===== config.mk =====
export PLATFORM = sky130hd
export DESIGN_NAME = pipe_hazard_ctrl
export DESIGN_NICKNAME = d
export VERILOG_FILES = /design/src/rtl/pipe_ctrl_pkg.sv /design/src/rtl/mdu_stall_timer.sv /design/src/rtl/pipe_hazard_ctrl.sv
export SDC_FILE = /design/constraint.sdc
export NUM_CORES = 1
export LEC_CHECK = 0
export ABC_AREA = 1
export BUFFER_PORTS_ARGS = -buffer_cell sky130_fd_sc_hd__buf_2
export CAP_MARGIN = 20
export CORE_MARGIN = 2
export CORE_UTILIZATION = 38
export CTS_BUF_LIST = sky130_fd_sc_hd__clkbuf_8
export CTS_CLUSTER_SIZE = 10
export DETAILED_ROUTE_END_ITERATION = 12
export GPL_ROUTABILITY_DRIVEN = 0
export PLACE_DENSITY = 0.83
export REMOVE_ABC_BUFFERS = 1
export SLEW_MARGIN = 0
export SYNTH_ARGS = -nofsm -noshare
export SYNTH_HDL_FRONTEND = slang
export SYNTH_SLANG_ARGS = --single-unit
export TNS_END_PERCENT = 50

===== constraint.sdc =====
create_clock -name clk -period 1.3 [get_ports clk]
set_input_delay 0.065 -clock clk [delete_from_list [all_inputs] [get_ports clk]]
set_output_delay 0.065 -clock clk [all_outputs]
set_load 0.1 [all_outputs]

===== src/rtl/pipe_ctrl_pkg.sv =====
// Shared types and constants for the pipeline hazard controller.
// Forwarding is selected at build time with PIPE_FORWARDING_EN.
package pipe_ctrl_pkg;

  localparam int REG_W = 5;
  // Width of the MDU down-counter; MDU_CYCLES must fit in 1..2**CNT_W.
  localparam int CNT_W = 3;

  typedef enum logic {
    IDLE = 1'b0,
    MDU  = 1'b1
  } ctrl_state_t;

  typedef enum logic [1:0] {
    FWD_RF = 2'd0,
    FWD_W  = 2'd1,
    FWD_M  = 2'd2
  } fwd_sel_t;

endpackage


===== src/rtl/mdu_stall_timer.sv =====
// Multi-cycle MDU sequencer: holds E for MDU_CYCLES cycles per MDU op.
// mdu_start is ignored while an op is already being timed.
module mdu_stall_timer
  import pipe_ctrl_pkg::*;
#(
  parameter int MDU_CYCLES = 4
) (
  input  logic clk,
  input  logic reset,
  input  logic mdu_start,
  output logic mdu_stall,
  output logic mdu_busy
);

  localparam logic [CNT_W-1:0] CNT_LOAD = CNT_W'(MDU_CYCLES - 1);
  localparam logic [CNT_W-1:0] CNT_ONE  = CNT_W'(1);

  ctrl_state_t         state;
  logic [CNT_W-1:0]    cnt;

  always_ff @(posedge clk or posedge reset) begin
    if (reset) begin
      state <= IDLE;
      cnt   <= '0;
    end else begin
      case (state)
        IDLE: begin
          if (mdu_start) begin
            state <= MDU;
            cnt   <= CNT_LOAD;
          end
        end
        MDU: begin
          if (cnt != '0) begin
            cnt <= cnt - CNT_ONE;
          end else begin
            state <= IDLE;
          end
        end
        default: begin
          state <= IDLE;
          cnt   <= '0;
        end
      endcase
    end
  end

  // The accepting IDLE cycle counts as the first stall cycle.
  assign mdu_stall = ((state == IDLE) && mdu_start) || ((state == MDU) && (cnt != '0));
  assign mdu_busy  = (state == MDU);

endmodule


===== src/rtl/pipe_hazard_ctrl.sv =====
// Stall/flush/forward controller for the 5-stage F/D/E/M/W pipeline.
// Define PIPE_FORWARDING_EN to enable operand forwarding; otherwise D stalls on RAW.
module pipe_hazard_ctrl #(
  parameter int MDU_CYCLES = 4,
  parameter int REG_W      = pipe_ctrl_pkg::REG_W
) (
  input  logic             clk,
  input  logic             reset,
  input  logic [REG_W-1:0] rs_d,
  input  logic [REG_W-1:0] rt_d,
  input  logic             branch_d,
  input  logic             pcsrc_d,
  input  logic [REG_W-1:0] rs_e,
  input  logic [REG_W-1:0] rt_e,
  input  logic [REG_W-1:0] writereg_e,
  input  logic [REG_W-1:0] writereg_m,
  input  logic [REG_W-1:0] writereg_w,
  input  logic             regwrite_e,
  input  logic             regwrite_m,
  input  logic             regwrite_w,
  input  logic             memtoreg_e,
  input  logic             memtoreg_m,
  input  logic             mdu_start_e,
  input  logic             mem_req_m,
  input  logic             mem_ready_m,
  output logic             en_f,
  output logic             en_d,
  output logic             clr_d,
  output logic             en_e,
  output logic             clr_e,
  output logic             en_m,
  output logic             clr_m,
  output logic             en_w,
  output logic             clr_w,
  output logic [1:0]       fwd_a_e,
  output logic [1:0]       fwd_b_e,
  output logic             fwd_a_d,
  output logic             fwd_b_d,
  output logic             mdu_busy
);

  import pipe_ctrl_pkg::*;

  // Register 0 is hardwired to zero, so it never produces a hazard or forward.
  function automatic logic reg_hit(input logic wr, input logic [REG_W-1:0] dst,
                                   input logic [REG_W-1:0] src);
    return wr && (src != '0) && (dst == src);
  endfunction

  logic     mdu_stall;
  logic     mem_stall;
  logic     lu_stall;
  logic     br_stall;
  logic     raw_stall;
  logic     d_stall;
  fwd_sel_t fwd_a_sel;
  fwd_sel_t fwd_b_sel;

  mdu_stall_timer #(
    .MDU_CYCLES(MDU_CYCLES)
  ) u_mdu_timer (
    .clk      (clk),
    .reset    (reset),
    .mdu_start(mdu_start_e),
    .mdu_stall(mdu_stall),
    .mdu_busy (mdu_busy)
  );

  assign mem_stall = mem_req_m && !mem_ready_m;

  assign lu_stall = memtoreg_e &&
                    (reg_hit(regwrite_e, writereg_e, rs_d) || reg_hit(regwrite_e, writereg_e, rt_d));

  // Branches compare in D, so any pending E result or M load must land first.
  assign br_stall = branch_d &&
                    (reg_hit(regwrite_e, writereg_e, rs_d) || reg_hit(regwrite_e, writereg_e, rt_d) ||
                     reg_hit(memtoreg_m, writereg_m, rs_d) || reg_hit(memtoreg_m, writereg_m, rt_d));

`ifdef PIPE_FORWARDING_EN

  assign raw_stall = 1'b0;

  always_comb begin
    fwd_a_sel = FWD_RF;
    if (reg_hit(regwrite_m, writereg_m, rs_e)) begin
      fwd_a_sel = FWD_M;
    end else if (reg_hit(regwrite_w, writereg_w, rs_e)) begin
      fwd_a_sel = FWD_W;
    end
  end

  always_comb begin
    fwd_b_sel = FWD_RF;
    if (reg_hit(regwrite_m, writereg_m, rt_e)) begin
      fwd_b_sel = FWD_M;
    end else if (reg_hit(regwrite_w, writereg_w, rt_e)) begin
      fwd_b_sel = FWD_W;
    end
  end

  // Only an ALU result is available in M; loads are covered by the branch stall.
  assign fwd_a_d = reg_hit(regwrite_m && !memtoreg_m, writereg_m, rs_d);
  assign fwd_b_d = reg_hit(regwrite_m && !memtoreg_m, writereg_m, rt_d);

`else

  logic unused_fwd_inputs;

  // Write-first register file covers W; anything still in E or M must drain.
  assign raw_stall = reg_hit(regwrite_e, writereg_e, rs_d) || reg_hit(regwrite_e, writereg_e, rt_d) ||
                     reg_hit(regwrite_m, writereg_m, rs_d) || reg_hit(regwrite_m, writereg_m, rt_d);

  assign fwd_a_sel = FWD_RF;
  assign fwd_b_sel = FWD_RF;
  assign fwd_a_d   = 1'b0;
  assign fwd_b_d   = 1'b0;

  assign unused_fwd_inputs = ^{rs_e, rt_e, writereg_w, regwrite_w};

`endif

  assign d_stall = lu_stall || br_stall || raw_stall;
  assign fwd_a_e = fwd_a_sel;
  assign fwd_b_e = fwd_b_sel;

  // Priority chain: each stall bubbles only the stage just below what it holds.
  always_comb begin
    en_f  = 1'b1;
    en_d  = 1'b1;
    clr_d = 1'b0;
    en_e  = 1'b1;
    clr_e = 1'b0;
    en_m  = 1'b1;
    clr_m = 1'b0;
    en_w  = 1'b1;
    clr_w = 1'b0;
    if (mem_stall) begin
      en_f  = 1'b0;
      en_d  = 1'b0;
      en_e  = 1'b0;
      en_m  = 1'b0;
      clr_w = 1'b1;
    end else if (mdu_stall) begin
      en_f  = 1'b0;
      en_d  = 1'b0;
      en_e  = 1'b0;
      clr_m = 1'b1;
    end else if (d_stall) begin
      en_f  = 1'b0;
      en_d  = 1'b0;
      clr_e = 1'b1;
    end else if (pcsrc_d) begin
      clr_d = 1'b1;
    end
  end

endmodule


Word level (Yosys, flattened, before mapping)
Index checks and enable logic that the tools add are counted.
Widths: inputs -> output; s select.
{"block": "word_totals", "regBits": 4, "elab_cells": 62}
{"block": "op_classes", "add_sub_neg": 1, "n_eq_ne": 6, "n_mux": 22, "bitwise_logic": 1, "reduce_logical": 30}
{"op": "$eq 5x5->1", "n": 4}
{"op": "$mux 1", "n": 18}
{"op": "$logic_and 1x1->1", "n": 17}
{"op": "$reduce_bool 5->1", "n": 2}
{"op": "$logic_or 1x1->1", "n": 8}
{"op": "$mux 3", "n": 2}
{"op": "$pmux 3 s2", "n": 1}
{"op": "$ne 2x2->1 const B", "n": 2}
{"op": "$reduce_bool 3->1", "n": 1}
{"op": "$sub 3x1->3 const B", "n": 1}
{"op": "$pmux 1 s2", "n": 1}
{"op": "$reduce_and 2->1", "n": 1}
{"op": "$logic_not 1->1", "n": 1}
{"op": "$not 1->1", "n": 1}

Depth between registers and ports, before layout
Gate-level depths: netlist (run 1).
{"block": "depth", "ltp_word": 12, "depth_mapped": 11, "depth_no_buf": 10}

Hierarchy
A second synthesis (run 1) with hierarchy kept.
{"block": "hier_totals", "hier_cells": 116, "area_unflattened_um2": 694.4}
{"mod": "pipe_hazard_ctrl", "n_inst": 1, "cells_per_inst": 91, "area_each_um2": 480.5, "seq_area_each_um2": 0.0}
{"mod": "mdu_stall_timer", "n_inst": 1, "cells_per_inst": 25, "area_each_um2": 214.0, "seq_area_each_um2": 100.1}

Worst setup path after synthesis (run 1)
No wires, ideal clock.
{"block": "synth_timing", "path_kind": "register to output", "startpoint": "register u_mdu_timer.state, in the netlist u_mdu_timer.mdu_busy", "endpoint": "output port clr_e", "t_arrival_ns": 3.660, "path_slack_ns": -2.425, "path_stages_with_launch": 6, "path_cell_list": "dfrtp_1 inv_1 nand2_1 nand2_2 nor2_2 a21boi_1"}
{"block": "synth_between", "elab_chain_cells": 5, "word_cells_on_any_way": 6, "cone_classes": "mux (2); bitwise (1); reduce/logical (3)"}
{"element": "from (decl)", "line_no": "mdu_stall_timer.sv:18", "rtl": "ctrl_state_t state;"}
{"element": "from (signal assigned)", "line_no": "mdu_stall_timer.sv:23", "rtl": "state <= IDLE;"}
{"element": "from (signal assigned)", "line_no": "mdu_stall_timer.sv:29", "rtl": "state <= MDU;"}
{"element": "from (signal assigned)", "line_no": "mdu_stall_timer.sv:37", "rtl": "state <= IDLE;"}
{"element": "$not 1->1", "line_no": "mdu_stall_timer.sv:49", "rtl": "assign mdu_stall = ((state == IDLE) && mdu_start) || ((state == MDU) && (cnt != '0));"}
{"element": "$logic_and 1x1->1", "line_no": "mdu_stall_timer.sv:49"}
{"element": "$logic_or 1x1->1 (*)", "line_no": "mdu_stall_timer.sv:49"}
{"element": "$mux 1 (*)", "line_no": "pipe_hazard_ctrl.sv:143", "rtl": "end else if (mdu_stall) begin"}
{"element": "$mux 1 (*)", "line_no": "pipe_hazard_ctrl.sv:137", "rtl": "if (mem_stall) begin"}
{"element": "to (decl)", "line_no": "pipe_hazard_ctrl.sv:30", "rtl": "output logic clr_e,"}
Every way passes the cells marked *; elsewhere a longest branch is shown, timed or not.

Final worst setup path (run 1)
{"block": "layout_timing", "startpoint": "register u_mdu_timer.cnt[0]", "endpoint": "output port clr_d"}
{"block": "layout_between", "elab_chain_cells": 5}
{"element": "from (decl)", "line_no": "mdu_stall_timer.sv:19", "rtl": "logic [CNT_W-1:0] cnt;"}
{"element": "from (signal assigned)", "line_no": "mdu_stall_timer.sv:35", "rtl": "cnt <= cnt - CNT_ONE;"}
{"element": "$reduce_bool 3->1", "line_no": "mdu_stall_timer.sv:49"}
{"element": "$logic_and 1x1->1", "line_no": "mdu_stall_timer.sv:49"}
{"element": "$logic_or 1x1->1", "line_no": "mdu_stall_timer.sv:49"}
{"element": "$mux 1", "line_no": "pipe_hazard_ctrl.sv:143"}
{"element": "$mux 1", "line_no": "pipe_hazard_ctrl.sv:137"}
{"element": "to (decl)", "line_no": "pipe_hazard_ctrl.sv:28", "rtl": "output logic clr_d,"}
Every way passes these cells.

==> results of run 1 <==
## tightest hold or removal path: cells and delay by family
kind / cells / cell delay [ns]
buffers and inverters: 3 / 0.77
## cell usage after synthesis (all sizes together)
| cell type | number |
|---|---|
| xor2 | 6 |
| nand3 | 5 |
| ha | 2 |
| conb | 2 |
| inv | 22 |
| a21boi | 1 |
| o211ai | 1 |
| buf | 8 |
| o21ai | 1 |
| xnor2 | 10 |
| a21oi | 2 |
| nand2 | 31 |
| o22ai | 1 |
| dfrtp | 4 |
| a21o | 1 |
| nor2 | 15 |
## layout by cell type (no fill, tap or decap)
cell	synthesis	final
ha_1	2	1
ha_4	0	1
buf_12	0	6
nand3_4	0	1
xor2_1	6	6
buf_4	8	12
nand2_2	3	2
nor2_1	13	13
inv_2	4	7
dfrtp_1	4	4
clkbuf_8	0	3
a21o_1	1	1
conb_1	2	7
nand2_1	28	28
o211ai_1	1	1
nor2_4	0	2
dlygate4sd3_1	0	1
nand2_4	0	1
buf_2	0	32
nand3_1	4	4
inv_1	18	15
a21boi_2	0	1
a21oi_2	0	2
o21ai_0	1	1
xnor2_1	10	10
o22ai_1	1	1
## power breakdown
| group | switching (mW) | internal [mW] | total (mW) |
|---|---|---|---|
| Clock | 0.0572 | 0.197 | 0.254 |
| Combinational | 1.32 | 0.827 | 2.15 |
| Sequential | 0.0382 | 0.191 | 0.229 |
## flip-flops by register name, summed over array words and instances (netlist names)
signal,cells
u_mdu_timer.cnt,3
u_mdu_timer.mdu_busy,1
## worst max-delay path by stage
stage	start	end	slack, ns	cells past startpoint
detailed placement	u_mdu_timer.cnt[1]	clr_e	-0.19	8
global placement	u_mdu_timer.cnt[1]	clr_e	-0.14	8
CTS	u_mdu_timer.cnt[1]	en_d	-0.30	9
finish	u_mdu_timer.cnt[0]	clr_d	-0.32	9
floorplan	u_mdu_timer.mdu_busy	clr_e	-2.42	5
global route	u_mdu_timer.cnt[1]	clr_d	-0.39	9
## layer usage
layer | GRT usage, % | vias up | share of wire [%] | wire (um)
li1 | - | 416 | - | -
met1 | 13.9 | 331 | 35 | 565
met2 | 36.1 | 23 | 61 | 998
met3 | 3.53 | 0 | 4.2 | 69
met4 | 3.43 | 0 | 0 | 0
met5 | 0 | - | 0 | 0
## cells by family after synthesis
logic type	Yosys count	synth area share, %
xor gates and xnor gates	16	20.8
other	2	1.11
DFF	4	14.8
AOI/OAI and AO/OA	7	6.49
and+or+nand+nor	51	31.9
adders and majority gates	2	3.71
buffers and inverters	30	21.1
## area by class of cell
| type | count | area (um^2) |
|---|---|---|
| Fill cell | 143 | 567 |
| Multi-Input combinational cell | 83 | 497 |
| Tap cell | 17 | 21.3 |
| Inverter | 22 | 82.6 |
| Timing Repair Buffer | 51 | 380 |
| Clock buffer | 3 | 41.3 |
| Sequential cell | 4 | 100 |
## stage by stage
step | hold WS (ns) | instance area [um^2] | TNS (ns) | utilization [%]
2_1_floorplan | -0.169 | 633 | -13.45 | -
3_3_place_gp | -0.0484 | 995 | -0.563 | 58.9
3_5_place_dp | -0.0539 | 995 | -0.860 | 58.9
4_1_cts | 0.269 | 1110 | -2.02 | 65.7
5_1_grt | 0.312 | 1120 | -2.88 | 66.4
6_report | 0.276 | 1120 | -2.29 | 66.4
## repair_timing
action                                 in CTS  in global routing
pin swaps                                   2                  3
buffers inserted                            4                  0
endpoints found under the hold margin       4                  0
hold buffers                                1                  0
gates resized for setup                    10                  2
setup endpoints to repair                   6                  9
==> results.ini, run 1 <==
[run_status]
outcome=complete, but fails checks
violations=setup timing

[sta]
period_needed_ns=1.62
fin_crit_sh_pct=124
final-setup-viol-count=8
grt_setup_unrepaired=yes
hold_viol_final=0
slew_viol_final=0
skew_ns=0.00184
setup_slack_ns=-0.318
fmax_ghz=0.618

[worst_setup_path]
critPathSlowestCell=dfrtp_1
critPathRequiredTime_ns=1.24
worst-path-buf-inv=3
arrival_ns=1.55
crit_chain=inv_2 -> ha_4 -> a21oi_2 -> inv_2 -> nand2_4 -> nor2_4 -> nand3_4 -> nor2_4 -> buf_12
cp_top_family=simple AND/OR/NAND/NOR gates
slowest_delay_ns=0.37
r2r_cells=10
r2r-end=u_mdu_timer.cnt[1]
start_kind=flip-flop
r2r_start=u_mdu_timer.cnt[1]
critical_path_class=flip-flop to output port
rrSetupSlack_ns=-0.28
crit_path_end_kind=output port
cp_max_fo=3

[place]
portBuffers=38
dp_hpwl_mm=1.37
placedCellCount=172
pre_cts_ws_ns=-0.186

[pwr]
power_mw=2.63
irDropWorstVdd_uv=1030
p_leak_nw=0.658
p_per_area_mw_per_mm2=2340

[yosys]
synthTopCellsByArea=nand2_1 (16%), dfrtp_1 (15%), xnor2_1 (13%)
synth_seq_area_share_pct=14.8
netlist_area_um2=674
synth_top_area_share_pct=15.6
synth_seq_cells=4
synthCells=112
ys_warn_count=0
syn_avg_cell_area_um2=6.02
yosysUniqueCellTypes=20
yosysTopAreaCell=nand2_1

[clocking]
root_buffer=clkbuf_8
cts_tree=built
htreeDepth=1
clockBufferDepth=2
cts_inserted_buffers=3
clock_latency_ns=0.21
cts.clk_slew.worst_paths_ns=0.03
cts.sinks=4

[hold_path]
hold_class=input port to async pin

[route]
routed_wl_mm=1.63
dr.first_iter.drc_count=10
ant_nets=0
drt-pass1-iter-count=4
wl_per_cell_um=9.07
drc=0
vias_per_cell=4.28
vias=770

[cells_and_area]
fin_nets=214
stdcell_count=180
insertedDiodeCount=0
areaGrowthSynthToFinish_pct=66.4
drive_gt1_share_pct=42.9

[global_route]
grt_util_all_layers_pct=16.3
antenna_found_initial=0
grt_max_degree=5
grt_pass1_vias=719
grt_first_pass_wirelength_mm=2.50
overflow=0

[floorplan]
core_area_mm2=0.00169
num_io_pins=63
die_w_um=46.1
die_h_um=46.1
initial_core_util_pct=39.9
rows=15
fp.dieArea_mm2=0.00213

[flow_run]
cap_viol_max_count=0

Note: power is estimated with default switching activity, not from simulation.
==> inputs of run 2 (changes only) <==
--- a/config.mk
+++ b/config.mk
@@ -8,7 +8,6 @@
 export ABC_AREA = 1
 export BUFFER_PORTS_ARGS = -buffer_cell sky130_fd_sc_hd__buf_2
 export CAP_MARGIN = 20
-export CORE_MARGIN = 2
 export CORE_UTILIZATION = 38
 export CTS_BUF_LIST = sky130_fd_sc_hd__clkbuf_8
 export CTS_CLUSTER_SIZE = 10
@@ -16,7 +15,7 @@
 export GPL_ROUTABILITY_DRIVEN = 0
 export PLACE_DENSITY = 0.83
 export REMOVE_ABC_BUFFERS = 1
-export SLEW_MARGIN = 0
+export SETUP_SLACK_MARGIN = 0.5
 export SYNTH_ARGS = -nofsm -noshare
 export SYNTH_HDL_FRONTEND = slang
 export SYNTH_SLANG_ARGS = --single-unit
==> run 2 against run 1 <==
The flow finishes with violations (DRC, setup timing). Design area is 7.7% higher. Via count is 18% higher. Clock skew is 0.00073 ns lower. Setup slack worse by 0.048 ns. Clock power hardly changed. First-iteration DRC count grew to 3.9 times the previous value. Core utilization is 10 points higher. Combinational power is 14% higher. Largest power group unchanged. Highest routed layer is now met4.
==> results.ini, run 2 (synthesis gave the netlist of run 1 again) <==
[run_status]
outcome=complete, but fails checks
violations=DRC, setup timing

[floorplan]
die_w_um=44.1
num_io_pins=63
core_area_mm2=0.00158
die_h_um=44.1
fp.dieArea_mm2=0.00195
initial_core_util_pct=42.8
rows=14

[place]
pre_cts_ws_ns=-0.267
portBuffers=38
dp_hpwl_mm=1.53
dpl_cell_area_um2=978

[worst_setup_path]
cp-startpoint=u_mdu_timer.cnt[1]
critPathSlowestCell=dfrtp_1
crit_path_end=clr_e
r2r_cells=11
slowest_delay_ns=0.38
path_common_cell=inv_2
critical_path_class=flip-flop to output port
crit_chain=inv_2 -> ha_4 -> a21oi_4 -> inv_2 -> nand2_4 -> nor2_4 -> a21boi_4 -> buf_12
start_kind=flip-flop
crit_path_end_kind=output port
arrival_ns=1.60
r2r-end=u_mdu_timer.cnt[0]
rrSetupSlack_ns=-0.22
critPathRequiredTime_ns=1.24
r2r_start=u_mdu_timer.cnt[1]
cp_max_fo=3

[hold_path]
hold_class=input port to async pin

[pwr]
switching_power_mw=1.57
p_int_mw=1.38
p_seq_share_pct=8.1
switching_share_pct=53.3
power_mw=2.95
clockPowerShare_pct=8.7
combPwrFrac_pct=83.2
irDropWorstVdd_uv=1110
p_per_area_mw_per_mm2=2440
p_leak_nw=0.692

[sta]
slew_viol_final=0
tns_ns=-2.48
fin_crit_sh_pct=128
period_needed_ns=1.67
grt_setup_unrepaired=yes
setup_slack_ns=-0.366
fmax_ghz=0.600
final-setup-viol-count=9
skew_ns=0.00111
hold_viol_final=0

[cells_and_area]
fin_nets=217
largest_reg_flops=3
largest_register=u_mdu_timer.cnt
insertedDiodeCount=0
final_common_cell=buf_2
drive_gt1_share_pct=45.8
areaGrowthSynthToFinish_pct=79.2
n_fill_cell=96
final_cell_mix=buf_2 (29), nand2_1 (27), inv_1 (15)
design_area_mm2=0.00121

[route]
dr.first_iter.drc_count=39
ant_nets=0
routed_wl_mm=2.51
vias=910
wl_per_cell_um=13.8
vias_per_cell=5.00
drc=3
drt-pass1-iter-count=8

[global_route]
grt_util_all_layers_pct=28.7
grt_pass1_vias=942
grt_max_degree=5
overflow=0
antenna_found_initial=0
grt_first_pass_wirelength_mm=4.00

[clocking]
cts_inserted_buffers=3
htreeDepth=1
root_buffer=clkbuf_8
cts.sinks=4
clockBufferDepth=2
cts.clk_slew.worst_paths_ns=0.03
clock_latency_ns=0.21
cts_tree=built

[flow_run]
cap_viol_max_count=0

run 2: cell types whose count changed in the layout (fill, tap and decap cells not counted), moves of 2 or more:
cell     previous run  this run
buf_4              12        14
buf_6               0         3
a21oi_2             2         0
a21oi_4             0         2
buf_2              32        29
run 2: cell type report:
class / count / area [um^2] / share of cell area (%)
repair buffers: 54 / 434 / 35.9
multi-input cells: 83 / 528 / 43.7
well taps: 16 / 20.0 / 1.66
clock buffers: 3 / 41.3 / 3.42
flip-flops and latches: 4 / 100 / 8.28
inverters: 22 / 85.1 / 7.04
run 2: stage by stage:
stage	util, %	hold WS, ns	cells
6_report	76.7	0.304	182
5_1_grt	76.7	0.316	182
4_1_cts	72.8	0.278	180
3_5_place_dp	62.1	-0.0402	169
3_3_place_gp	62.1	-0.0471	169
2_1_floorplan	-	-0.169	109
run 2: worst min-delay path by stage:
stage,end,cells past startpoint
6_report,u_mdu_timer.cnt[1],3
3_3_place_gp,u_mdu_timer.mdu_busy,2
2_1_floorplan,u_mdu_timer.cnt[0],1
4_1_cts,u_mdu_timer.mdu_busy,3
5_1_grt,u_mdu_timer.cnt[1],3
3_5_place_dp,u_mdu_timer.mdu_busy,2
run 2: what timing repair did:
| item | in CTS | in global routing |
|---|---|---|
| pin swaps | 3 | 4 |
| cloned | 0 | 0 |
| endpoints found under the setup margin | 13 | 13 |
| buffers inserted | 7 | 2 |
| hold buffers | 1 | 0 |
| endpoints found under the hold margin | 4 | 0 |
| resized for setup | 18 | 12 |
run 2: power by group through the flow:
| stage | combinational [mW] | clock, mW | sequential [mW] |
|---|---|---|---|
| floorplan | 1.06 | 0 | 0.330 |
| global placement | 1.79 | 0 | 0.217 |
| detailed placement | 1.83 | 0 | 0.221 |
| CTS | 2.18 | 0.262 | 0.234 |
| global route | 2.56 | 0.274 | 0.246 |
| finish | 2.46 | 0.257 | 0.240 |
run 2: metal layers:
metal / track usage, % / part of all wire, % / routed length, um / vias to the layer above
met5: 0 / 0 / 0 / -
met4: 18.2 / 3.3 / 83 / 0
met3: 10.2 / 7.7 / 193 / 8
met2: 54.7 / 55 / 1390 / 52
met1: 24.9 / 34 / 846 / 429
li1: - / - / - / 421
run 2: critical path, delay by kind of cell, from the launching register on:
kind,cells,cell delay (ns)
AO/OA/AOI/OAI,2,0.29
adder cells (fa/ha/maj),1,0.14
buffers and inverters,3,0.37
flip-flops,1,0.38
AND/OR/NAND/NOR,2,0.20
